**config.mk**
```make
export PLATFORM = sky130hd
export DESIGN_NAME = gpio_led_ctrl
export DESIGN_NICKNAME = d
export VERILOG_FILES = /design/src/rtl/gpio_led_ctrl.sv
export SDC_FILE = /design/constraint.sdc
export NUM_CORES = 1
export LEC_CHECK = 0
export BUFFER_PORTS_ARGS = -buffer_cell sky130_fd_sc_hd__buf_2
export CAP_MARGIN = 20
export CORE_ASPECT_RATIO = 2
export CORE_MARGIN = 5
export CORE_UTILIZATION = 52
export DETAILED_ROUTE_END_ITERATION = 10
export MAX_ROUTING_LAYER = met4
export PLACE_DENSITY = 0.8
export SLEW_MARGIN = 25
export SYNTH_ARGS = -nofsm -noshare
export SYNTH_HDL_FRONTEND = slang
export SYNTH_SLANG_ARGS = --single-unit
```
**constraint.sdc**
```tcl
create_clock -name clk_i -period 5.09 [get_ports clk_i]
set_clock_uncertainty 0.1 [all_clocks]
set_input_delay 0.2545 -clock clk_i [delete_from_list [all_inputs] [get_ports clk_i]]
set_output_delay 0.2545 -clock clk_i [all_outputs]
set_load 0.005 [all_outputs]
```
**src/rtl/gpio_led_ctrl.sv**
```systemverilog
// gpio_led_ctrl: per-channel LED drive (off/pass/blink/pwm) from a shared prescaler, with rising-edge trigger pulses; in: clk_i rst_n_i led_i presc_i cfg_we_i cfg_ch_i cfg_mode_i cfg_duty_i, out: led_o trig_o tick_o
module gpio_led_ctrl #(
  parameter int GPIO_NUM    = 32,
  parameter int PRESC_WIDTH = 16,
  parameter int DUTY_WIDTH  = 8,
  localparam int CW = (GPIO_NUM > 1) ? $clog2(GPIO_NUM) : 1
) (
  input  logic                   clk_i,
  input  logic                   rst_n_i,
  input  logic [GPIO_NUM-1:0]    led_i,
  input  logic [PRESC_WIDTH-1:0] presc_i,
  input  logic                   cfg_we_i,
  input  logic [CW-1:0]          cfg_ch_i,
  input  logic [1:0]             cfg_mode_i,
  input  logic [DUTY_WIDTH-1:0]  cfg_duty_i,
  output logic [GPIO_NUM-1:0]    led_o,
  output logic [GPIO_NUM-1:0]    trig_o,
  output logic                   tick_o
);
  typedef enum logic [1:0] {OFF, PASS, BLINK, PWM} mode_t;
  logic [PRESC_WIDTH-1:0] pcnt;
  logic [DUTY_WIDTH-1:0]  wcnt;
  logic                   blk;
  logic                   tick;
  mode_t                  mode [GPIO_NUM];
  logic [DUTY_WIDTH-1:0]  duty [GPIO_NUM];
  logic [GPIO_NUM-1:0]    nxt;
  logic [GPIO_NUM-1:0]    led_q;
  assign tick = pcnt >= presc_i;
  always_comb begin
    nxt = '0;
    for (int i = 0; i < GPIO_NUM; i++)
      nxt[i] = mode[i] == PASS  ? led_i[i] :
               mode[i] == BLINK ? led_i[i] & blk :
               mode[i] == PWM   ? led_i[i] & (wcnt < duty[i]) : 1'b0;
  end
  always_ff @(posedge clk_i or negedge rst_n_i) begin
    if (!rst_n_i) begin
      pcnt   <= '0;
      wcnt   <= '0;
      blk    <= 1'b0;
      tick_o <= 1'b0;
      led_o  <= '0;
      led_q  <= '0;
      trig_o <= '0;
      for (int i = 0; i < GPIO_NUM; i++) begin
        mode[i] <= PASS;
        duty[i] <= '0;
      end
    end else begin
      pcnt   <= tick ? '0 : pcnt + 1'b1;
      wcnt   <= wcnt + DUTY_WIDTH'(tick);
      blk    <= blk ^ (tick & (&wcnt));
      tick_o <= tick;
      led_o  <= nxt;
      led_q  <= led_o;
      trig_o <= led_o & ~led_q;
      // index compare per channel: indices >= GPIO_NUM match nothing
      for (int i = 0; i < GPIO_NUM; i++)
        if (cfg_we_i && cfg_ch_i == CW'(i)) begin
          mode[i] <= mode_t'(cfg_mode_i);
          duty[i] <= cfg_duty_i;
        end
    end
  end
endmodule

```
# Word-level counts from Yosys, hierarchy flattened
# Cells that the tools add are included.
[word_totals] reg_bits=442 latch_bits=0 mem_bits_rw=0 romBits=0 in_bits=66 out_inout_bits=65 mem_count=0
[classes] addsub=2 n_mul=0 div=0 magnitude_cmp=33 n_eq_ne=127 n_shift=0 muxes=97 bitwise=68 reduce_logical=34
[ops] operator="$lt A8 B8 Y1" count=32
[ops] operator="$eq A2 B2 Y1 const B" count=64
[ops] operator="$mux W1" count=96
[ops] operator="$eq A5 B5 Y1 const B" count=16
[ops] operator="$and A1 B1 Y1" count=65
[ops] operator="$eq A2 B1 Y1 const B" count=32
[ops] operator="$eq A5 B4 Y1 const B" count=8
[ops] operator="$and A32 B32 Y32" count=1
[ops] operator="$logic_and A1 B1 Y1" count=32
[ops] operator="$not A32 Y32" count=1
[ops] operator="$eq A5 B3 Y1 const B" count=4
[ops] operator="$add A16 B1 Y16 const B" count=1
[ops] operator="$ge A16 B16 Y1" count=1
[ops] operator="$mux W16" count=1
[ops] operator="$eq A5 B2 Y1 const B" count=2
[ops] operator="$add A8 B1 Y8" count=1
[ops] operator="$reduce_and A8 Y1" count=1
[ops] operator="$eq A5 B1 Y1 const B" count=1
[ops] operator="$logic_not A5 Y1" count=1
[ops] operator="$xor A1 B1 Y1" count=1

# Longest topological paths before layout
[logic_depth] ltp_word=5 ltp_mapped=12 depth_no_buf=11

# Worst setup path before layout
# No wires, ideal clock.
[synth_path] kind="register to register" from="register pcnt[7]" to="register wcnt[4]" setup_time_ns=0.158 t_arrival_ns=2.264 slack_ns=2.568 path_stages_with_launch=12 n_path_buf=1 cell_sequence="dfrtp_1 ha_1 nand2_1 nor3_1 a21oi_1 o211a_1 inv_1 buf_2 ha_1 ha_1 nand3_1 xnor2_1"
[synth_via] elab_chain_len=2
[synth_lines] element="from (decl)" line_no="21" rtl="logic [PRESC_WIDTH-1:0] pcnt;"
[synth_lines] element="from (signal assigned)" line_no="51" rtl="pcnt <= tick ? '0 : pcnt + 1'b1;"
[synth_lines] element="$ge A16 B16 Y1" line_no="29" rtl="assign tick = pcnt >= presc_i;"
[synth_lines] element="net tick" line_no="24" rtl="logic tick;"
[synth_lines] element="$add A8 B1 Y8" line_no="52" rtl="wcnt <= wcnt + DUTY_WIDTH'(tick);"
[synth_lines] element="to (signal assigned)" line_no="52"
[synth_lines] element="to (decl)" line_no="22" rtl="logic [DUTY_WIDTH-1:0] wcnt;"
# The timed path passes the listed nets, and every way through them passes these cells.
# A chain may end at the register's enable or synchronous reset.

# Worst setup path after layout
[layout_path] from="register pcnt[13]" to="register wcnt[6]"
[layout_via] elab_chain_len=2
[layout_lines] element="$ge A16 B16 Y1" line_no="29"
[layout_lines] element="$add A8 B1 Y8" line_no="52"
# No other way between the ends.

==> flow_summary.yaml <==
status:
  status: "completed"
sta:
  fin_tns_setup_ps: 0
  timing_hold_violations_final: 0
  slew-limit-headroom_pct: 30.4
  period_share_pct: 57.9
  worst_pin_slew_ps: 1040
  final.min_clock_period_ps: 2950
  whs_ps: 64.9
  clock.fmax_mhz: 339
  setup-violations-final: 0
  drv_slew: 0
  rsz0062_at_grt: "false"
cts:
  cts_tree: "done"
  numCtsBuffers: 40
  cts_resized: 0
  clock_path_buffers: 3
  cts-root-buf: "clkbuf_16"
  clock_sinks: 442
  clock_latency_ps: 540
  clk_pin_slew_ps: 70
  cts_max_level: 2
synth:
  synth_warnings: 0
  synthesis.nets: 2335
  post_synth_num_cell_types: 45
  ys_seq_area_share_pct: 48.7
  syn_inst: 2026
  syn_area_per_cell_sq_um: 11.3
  synth_area_sq_mm: 0.0228
  yosys_register_bits: 442
floorplanning:
  die-width_um: 158
  ios: 131
  rows: 108
  die_y_um: 306
  start_util_pct: 52.6
  core_area_sq_mm: 0.0434
  dieArea_sq_mm: 0.0484
worst_setup_path:
  path_buf_inv: 1
  cp_cell_sequence: "ha_1 > nand4_1 > nor2_1 > nand3_1 > o211a_1 > inv_1 > ha_1 > ha_1 > nand3_1 > xnor2_1"
  cp-start-kind: "flip-flop"
  r2r-start: "pcnt[13]"
  slowest_stage: "inv_1"
  crit_fanout: 17
  cp_common_cell: "ha_1"
  crit_required_ps: 5410
  cp-end-kind: "flip-flop"
  crit_path_max_incr_delay_ps: 440
  critPathTopFamily: "adder cells"
  critical_path_class: "flip-flop to flip-flop"
  critPathArrivalTime_ps: 3270
  startpoint: "pcnt[13]"
power:
  ir_drop_mv: 0.289
  p_leak_nw: 13.3
  power.density_mw_per_mm2: 411
detailed_routing:
  wirelength_mm: 52.7
  dr.pass1.iters: 4
  vias: 15400
  viasPerCell: 5.59
  drc: 0
  ant_nets: 0
  wl_per_cell_um: 19.1
  drtIter0Drc: 764
grt:
  overflow: 0
  grt_pass1_wl_mm: 85.5
  met1_usage_pct: 25.8
  busiest_layer: "met2"
  grt_pass1_vias: 16800
  met3_usage_pct: 2.64
  antenna_found_initial: 2
  use_met2_pct: 40.5
  grt_use_total_pct: 22.8
  grt_max_degree: 124
place:
  dpl.hpwl_mm: 34.3
  io_buffers: 130
  globalplace.congestion: 0.815
final_layout:
  nNetsFinal: 2488
  final_common_cell: "dfrtp_1"
  syn_to_final_growth_pct: 12.3
  layout_common_cells: "dfrtp_1, ha_1, inv_1, o21ai_0, mux2_2"
  drive_above_1_share_pct: 21.6
min_path:
  worstHoldPathType: "primary input to async pin"
flow_run:
  max-cap-violations: 0
[metrics by stage]
stage	total power, mW	cell area, sq um	setup WS [ps]	util (%)	instances
floorplan	6.54	22800	2570	-	2026
global placement	7.33	24000	2320	55.2	2653
detailed placement	7.55	24000	2210	55.2	2653
CTS	10.6	25600	2160	58.9	2757
global route	11.2	25600	1950	59.0	2760
finish	10.5	25600	2140	59.0	2761
[registers in the layout, summed over array words and instances (netlist names)]
name / flops
tick_o: 1
blk: 1
duty: 256
trig_o: 32
pcnt: 16
led_q: 32
mode: 64
led_o: 32
wcnt: 8
[synth_stat cells (all sizes together)]
library cell / n / share of area, %
nor2b: 69 / 1.9
and3: 5 / 0.14
nand2b: 68 / 2.0
inv: 242 / 4.0
nand4: 10 / 0.36
and2: 1 / 0.027
nor2: 37 / 0.72
nor3: 7 / 0.24
a21boi: 32 / 1.1
o21ai: 186 / 4.1
xor2: 8 / 0.31
nand3: 12 / 0.31
dfstp: 32 / 3.7
a211oi: 33 / 1.1
mux2: 202 / 10
or4: 2 / 0.099
nand2: 142 / 2.4
nor4: 2 / 0.15
o211ai: 1 / 0.033
ha: 243 / 13
mux2i: 31 / 1.4
xnor2: 12 / 0.46
buf: 28 / 0.88
dfrtp: 410 / 45
and4: 32 / 1.2
or2: 2 / 0.066
o2111ai: 1 / 0.038
a21oi: 38 / 0.83
clkbuf: 41 / 0.68
o211a: 1 / 0.044
a21o: 96 / 3.2
[worst paths after layout]
path	endpoint	slack [ps]	cells past startpoint
setup / recovery	wcnt[6]	2140	10
hold / removal	led_o[9]	60	2
setup reg to reg	wcnt[6]	2140	10
hold reg to reg	led_q[4]	280	0
max in group asynchronous	wcnt[7]	3250	4
min in group clk_i	duty[225]	200	4
[layer usage]
layer | up-vias | share of wire [%]
met5 | - | 0
li1 | 7190 | -
met4 | 0 | 4.5
met3 | 159 | 3.7
met2 | 333 | 53
met1 | 7763 | 39
[worst reg2reg max path, cell delays in order, from the launching register on]
cell	delay (ps)
dfrtp_1	430
ha_1	330
nand4_1	170
nor2_1	140
nand3_1	100
o211a_1	240
inv_1	440
ha_1	340
ha_1	230
nand3_1	110
xnor2_1	190
[area by class of cell]
cell class / instances / area [sq um]
fillers: 3421 / 17800
flip-flops and latches: 442 / 11100
repair buffers: 180 / 1190
well taps: 550 / 688
clock buffers: 60 / 1160
clock inverters: 11 / 108
inverters: 242 / 908
diodes: 3 / 7.51
multi-input cells: 1273 / 10400
[cell families after synthesis]
family | Yosys count | share of synthesized area [%]
flip-flops | 442 | 48.7
AND/OR/NAND/NOR | 389 | 9.67
AO/OA/AOI/OAI | 388 | 10.3
buffers and inverters | 311 | 5.55
adder cells (fa/ha/maj) | 243 | 13.3
multiplexers | 233 | 11.7
XOR/XNOR | 20 | 0.768
[what timing repair did]
item                                   CTS  global route
hold buffers                            33             0
endpoints found under the hold margin  141             0
setup buffers                            0             0
[power by group]
part,internal (mW),switching [mW],total (mW)
clock,1.68,1.32,2.99
combinational,1.32,1.47,2.79
sequential,4.30,0.444,4.74
total,7.29,3.23,10.5
No activity file was read; power rests on OpenSTA's default activity.
